===== config.mk =====
export PLATFORM = sky130hd
export DESIGN_NAME = fetch_prefetch_queue
export DESIGN_NICKNAME = d
export VERILOG_FILES = /design/src/rtl/fetch_pkg.sv /design/src/rtl/fetch_sync_fifo.sv /design/src/rtl/fetch_prefetch_queue.sv
export SDC_FILE = /design/constraint.sdc
export NUM_CORES = 1
export LEC_CHECK = 0
export CAP_MARGIN = 20
export CORE_ASPECT_RATIO = 1.4
export CORE_UTILIZATION = 55
export DETAILED_ROUTE_END_ITERATION = 7
export GPL_TIMING_DRIVEN = 0
export PLACE_DENSITY = 0.83
export SYNTH_ARGS = -nofsm -noshare
export SYNTH_HDL_FRONTEND = slang
export SYNTH_SLANG_ARGS = --single-unit

===== constraint.sdc =====
create_clock -name clk -period 5.9 [get_ports clk]
set_clock_uncertainty 0.2 [all_clocks]
set_input_delay 1.18 -clock clk [delete_from_list [all_inputs] [get_ports clk]]
set_output_delay 1.18 -clock clk [all_outputs]
set_load 0.02 [all_outputs]

===== src/rtl/fetch_pkg.sv =====
// Shared constants and helpers for the instruction-fetch front end.
package fetch_pkg;

  localparam int INSTR_NOP = 0;
  localparam int PC_STEP   = 4;

  // Counters must hold the value DEPTH itself, hence one extra bit.
  function automatic int cnt_width(input int depth);
    return $clog2(depth) + 1;
  endfunction

endpackage


===== src/rtl/fetch_sync_fifo.sv =====
// In-order circular buffer with synchronous clear; count reports occupancy 0..DEPTH.
module fetch_sync_fifo #(
  parameter int DEPTH = 4,
  parameter int DW    = 64,
  parameter int CW    = 3
) (
  input  logic          clk,
  input  logic          rst_n,
  input  logic          clear,
  input  logic          push,
  input  logic          pop,
  input  logic [DW-1:0] wdata,
  output logic [DW-1:0] rdata,
  output logic [CW-1:0] count
);

  localparam int PW = $clog2(DEPTH);

  logic [DW-1:0] mem [DEPTH];
  logic [PW-1:0] wr_ptr;
  logic [PW-1:0] rd_ptr;

  // Pointers wrap naturally because DEPTH is a power of two.
  always_ff @(posedge clk or negedge rst_n) begin
    if (!rst_n) begin
      wr_ptr <= '0;
      rd_ptr <= '0;
      count  <= '0;
    end else if (clear) begin
      wr_ptr <= '0;
      rd_ptr <= '0;
      count  <= '0;
    end else begin
      if (push) wr_ptr <= wr_ptr + 1'b1;
      if (pop)  rd_ptr <= rd_ptr + 1'b1;
      count <= count + CW'(push) - CW'(pop);
    end
  end

  always_ff @(posedge clk) begin
    if (push && !clear) mem[wr_ptr] <= wdata;
  end

  assign rdata = mem[rd_ptr];

endmodule


===== src/rtl/fetch_prefetch_queue.sv =====
// Buffered IF stage: issues imem fetches, queues returned instructions with PC+4,
// and flushes on a decode redirect while discarding responses already in flight.
module fetch_prefetch_queue
  import fetch_pkg::*;
#(
  parameter int               WIDTH    = 32,
  parameter int               DEPTH    = 4,
  parameter logic [WIDTH-1:0] RESET_PC = '0
) (
  input  logic             clk,
  input  logic             rst_n,
  output logic             imem_req,
  output logic [WIDTH-1:0] imem_addr,
  input  logic             imem_gnt,
  input  logic             imem_rvalid,
  input  logic [WIDTH-1:0] imem_rdata,
  output logic             instr_valid,
  output logic [WIDTH-1:0] instr,
  output logic [WIDTH-1:0] pc_plus4,
  input  logic             decode_ready,
  input  logic             redirect_valid,
  input  logic [WIDTH-1:0] redirect_pc,
  output logic [WIDTH-1:0] pc_out,
  output logic             err_spurious
);

  localparam int               CW      = cnt_width(DEPTH);
  localparam logic [WIDTH-1:0] STEP    = WIDTH'(PC_STEP);
  localparam logic [WIDTH-1:0] NOP     = WIDTH'(INSTR_NOP);
  localparam logic [CW:0]      DEPTH_W = (CW+1)'(DEPTH);

  logic [WIDTH-1:0]   pc_f;
  logic [WIDTH-1:0]   resp_pc;
  logic [CW-1:0]      count;
  logic [CW-1:0]      outstanding;
  logic [CW-1:0]      drop_cnt;
  logic [2*WIDTH-1:0] head;
  logic [CW:0]        occupancy;
  logic [WIDTH-1:0]   target_pc;
  logic               pop;
  logic               accept;
  logic               rvalid_ok;
  logic               keep;

  assign pop       = instr_valid && decode_ready;
  assign rvalid_ok = imem_rvalid && (outstanding != '0);
  assign keep      = rvalid_ok && (drop_cnt == '0) && !redirect_valid;
  assign target_pc = redirect_pc & ~WIDTH'(3);

  // Slots already promised to the queue, less the entry leaving this cycle.
  assign occupancy = {1'b0, count} + {1'b0, outstanding} - (CW+1)'(pop);
  assign imem_req  = rst_n && !redirect_valid && (occupancy < DEPTH_W);
  assign accept    = imem_req && imem_gnt;

  assign imem_addr = pc_f;
  assign pc_out    = pc_f;

  // Responses belonging to pre-redirect requests are counted off via drop_cnt.
  always_ff @(posedge clk or negedge rst_n) begin
    if (!rst_n) begin
      pc_f         <= RESET_PC;
      resp_pc      <= RESET_PC;
      outstanding  <= '0;
      drop_cnt     <= '0;
      err_spurious <= 1'b0;
    end else begin
      outstanding <= outstanding + CW'(accept) - CW'(rvalid_ok);
      if (redirect_valid) begin
        pc_f     <= target_pc;
        resp_pc  <= target_pc;
        drop_cnt <= outstanding - CW'(rvalid_ok);
      end else begin
        if (accept) pc_f <= pc_f + STEP;
        if (keep)   resp_pc <= resp_pc + STEP;
        if (rvalid_ok && (drop_cnt != '0)) drop_cnt <= drop_cnt - 1'b1;
      end
      if (imem_rvalid && (outstanding == '0)) err_spurious <= 1'b1;
    end
  end

  fetch_sync_fifo #(
    .DEPTH(DEPTH),
    .DW   (2*WIDTH),
    .CW   (CW)
  ) u_queue (
    .clk  (clk),
    .rst_n(rst_n),
    .clear(redirect_valid),
    .push (keep),
    .pop  (pop),
    .wdata({imem_rdata, resp_pc + STEP}),
    .rdata(head),
    .count(count)
  );

  assign instr_valid = (count != '0);
  assign instr       = instr_valid ? head[2*WIDTH-1:WIDTH] : NOP;
  assign pc_plus4    = instr_valid ? head[WIDTH-1:0] : '0;

endmodule


==> impl_metrics.yaml <==
global_routing:
  grt_max_degree: 52
  grt_pass1_vias: 9245
  met3_usage_pct: 3.36
  use_met2_pct: 42.4
  grt.busiest_layer: "met2"
  antenna_found_initial: 0
  grt_use_met1_pct: 28.9
  grtUsageTotal_pct: 23.7
  grt_overflow_total: 0
  grt_pass1_wl_microns: 49300
layout:
  multi_input_area_sq_um: 4640
  drive_gt1_share_pct: 14.3
  n_antenna_cell: 0
  final_cells: 1546
  register_area_sq_um: 9300
  fin_util_pct: 70.1
  nets: 1295
  nFillCells: 1746
  syn_to_final_growth_pct: 24.0
drt:
  drc_errors: 13
  finalWirelength_microns: 31100
  ant_nets: 0
  first_pass_iters: 7
  avgViaCountPerCell: 5.73
  drt_iter0_drc: 587
  wire_per_inst_microns: 20.1
  vias: 8859
worst_setup_path:
  crit_type: "reg -> out"
  slowest_delay_ns: 0.63
  worstPathRequired_ns: 4.52
  crit_arrival_ns: 4.09
  start_kind: "register"
  cp_cell_sequence: "or3_1, clkbuf_1, and2_1, ha_1, inv_1, ha_1, and3b_4, or4_1, a21oi_1, clkdlybuf4s50_1"
  endpoint_kind: "primary output"
  worst_path_most_repeated_cell: "ha_1"
  slowest_stage: "clkdlybuf4s50_1"
  cp_max_fo: 10
  critPathTopFamily: "simple AND/OR/NAND/NOR gates"
  critPathBufInv: 3
floorplanning:
  die_x_microns: 139
  die_h_microns: 194
  start_util_pct: 56.5
  core_sq_um: 25600
  placementRows: 69
  io_pins: 201
  die_area_sq_um: 26900
placed_design:
  gp_congestion: 0.909
  port_buffers: 192
  pre_cts_ws_ns: 0.597
  post-place-cells: 1493
  dpl.hpwl_microns: 21500
clocking:
  cts_root_buf: "clkbuf_16"
  clk_latency_ns: 0.54
  cts_setup_buffers: 0
  clock-sinks: 322
  htree_levels: 1
  numCtsBuffers: 29
  ctsHoldBuffers: 0
  cts_tree: "built"
  clk_path_buf_depth: 3
  ctsResizeCount: 0
  cts.reportedPaths.clkPinSlew_ns: 0.06
timing:
  finalHoldViolCount: 0
  tns_ns: 0
  setup_slack_ns: 0.427
  maxSlewViolCount: 0
  period_share_pct: 92.8
  setup_violations: 0
  rsz0062_at_grt: "no"
  fin_crit_ns: 5.47
  worstMarginPinSlew_ns: 0.816
  relSlewSlack_pct: 45.6
  fmax_mhz: 183
logic_synthesis:
  yosysTopAreaCellShare_pct: 51.5
  async_reset_ff_share_pct: 23.0
  synth_top_flop_cell: "edfxtp_1"
  synth_area_per_cell_sq_um: 14.9
  syn_area_sq_um: 14400
  yosysTopAreaCell: "edfxtp_1"
  syn_inst: 972
  seq_area_frac_synth_pct: 64.4
  ys_types: 53
  synth_seq_cells: 322
  synth_warnings: 0
  ys_top_cells_by_count: "edfxtp_1 (248), dfrtp_1 (74), and2_1 (71), mux4_2 (62), nor2_1 (50)"
  synth.area.top_cells: "edfxtp_1 (52%), dfrtp_1 (13%), mux4_2 (9.7%)"
  yosys.cell_count.top_type: "edfxtp_1"
  synth-edff-count: 248
pwr:
  switchingPower_mw: 2.23
  p_comb_share_pct: 35.0
  p_per_area_nw_per_um2: 401
  intPower_mw: 4.95
  swShare_pct: 31.1
  ir_drop_mv: 0.199
  p_clk_share_pct: 27.0
  p_leak_nw: 6.11
  power_frac_seq_pct: 38.0
run_status:
  status: "finished with violations"
  violations: "DRC"
flow_run:
  maxCapViolCount: 0
hold_path:
  hold_path.class: "reg -> reg"
-- placed cells by master, fill, tap and decap left out, types with 13 or more instances in the layout --
cell	netlist	final
edfxtp_1	248	248
clkdlybuf4s50_1	0	191
dfrtp_1	74	74
and2_1	71	71
mux4_2	62	62
nor2_1	50	50
nand2_1	46	46
xnor2_1	45	45
clkbuf_1	37	43
buf_4	36	37
clkbuf_16	0	29
xor2_1	25	25
inv_1	25	25
nand4_1	20	20
nand3_1	19	19
a21oi_1	18	18
ha_1	18	18
o21ai_0	14	14
a31oi_1	14	14
nor3_1	13	13
o31a_1	13	13
-- stage by stage --
stage          total power [mW]  cell area (sq um)  hold slack, ns
6_report                   7.18              17900           0.289
5_1_grt                    7.51              17900           0.322
4_1_cts                    7.24              17900           0.296
3_5_place_dp               5.31              16900           0.279
3_3_place_gp               5.25              16800           0.263
2_1_floorplan              4.28              14500           0.303
-- layer usage --
metal  wire length (microns)  vias up  part of all wire (%)
met1                   12100     4363                    39
met5                       0        -                     0
met4                    1140        0                   3.6
met2                   16000      325                    52
met3                    1810       75                   5.8
li1                        -     4096                     -
-- logic make-up (layout without fill, tap and decap cells) --
family | count (synthesis) | count (layout) | share of synthesized area, %
AO/OA/AOI/OAI | 92 | 92 | 4.41
XOR/XNOR | 70 | 70 | 4.24
adder cells (fa/ha/maj) | 20 | 20 | 1.84
buffers and inverters | 108 | 358 | 3.81
flip-flops | 322 | 322 | 64.4
multiplexers | 71 | 71 | 10.3
other | 1 | 6 | 0.0260
AND/OR/NAND/NOR | 288 | 288 | 11.0
-- final cells by class --
cell class / instances / area share (%)
Tap cell: 319 / 2.23
Clock buffer: 35 / 4.18
Timing Repair Buffer: 197 / 11.4
Buffer: 82 / 2.53
Multi-Input combinational cell: 547 / 25.9
Inverter: 26 / 0.545
Clock inverter: 18 / 1.29
Sequential cell: 322 / 51.9
-- flip-flops by register name, summed over array words and instances (netlist names) --
name	flops
resp_pc	30
outstanding	3
u_queue.wr_ptr	2
u_queue.mem	248
err_spurious	1
imem_addr	30
u_queue.count	3
u_queue.rd_ptr	2
drop_cnt	3
-- final timing paths --
kind,depth (start not counted),to,startpoint,slack [ns]
worst max register to register,18,outstanding[2],u_queue.count[1],0.98
max in group asynchronous,2,u_queue.count[0],rst_n,4.56
worst min register to register,1,err_spurious,err_spurious,0.29
min in group asynchronous,1,imem_addr[26],rst_n,0.34
worst max-delay path,10,imem_req,u_queue.count[1],0.43
worst min-delay path,1,err_spurious,err_spurious,0.29
-- power by group through the flow --
stage / clock (mW) / combinational (mW) / sequential, mW
2_1_floorplan: 0 / 1.50 / 2.78
3_3_place_gp: 0 / 2.48 / 2.77
3_5_place_dp: 0 / 2.54 / 2.77
4_1_cts: 1.96 / 2.56 / 2.73
5_1_grt: 2.05 / 2.71 / 2.75
6_report: 1.94 / 2.51 / 2.73
No activity file was read; power rests on OpenSTA's default activity.
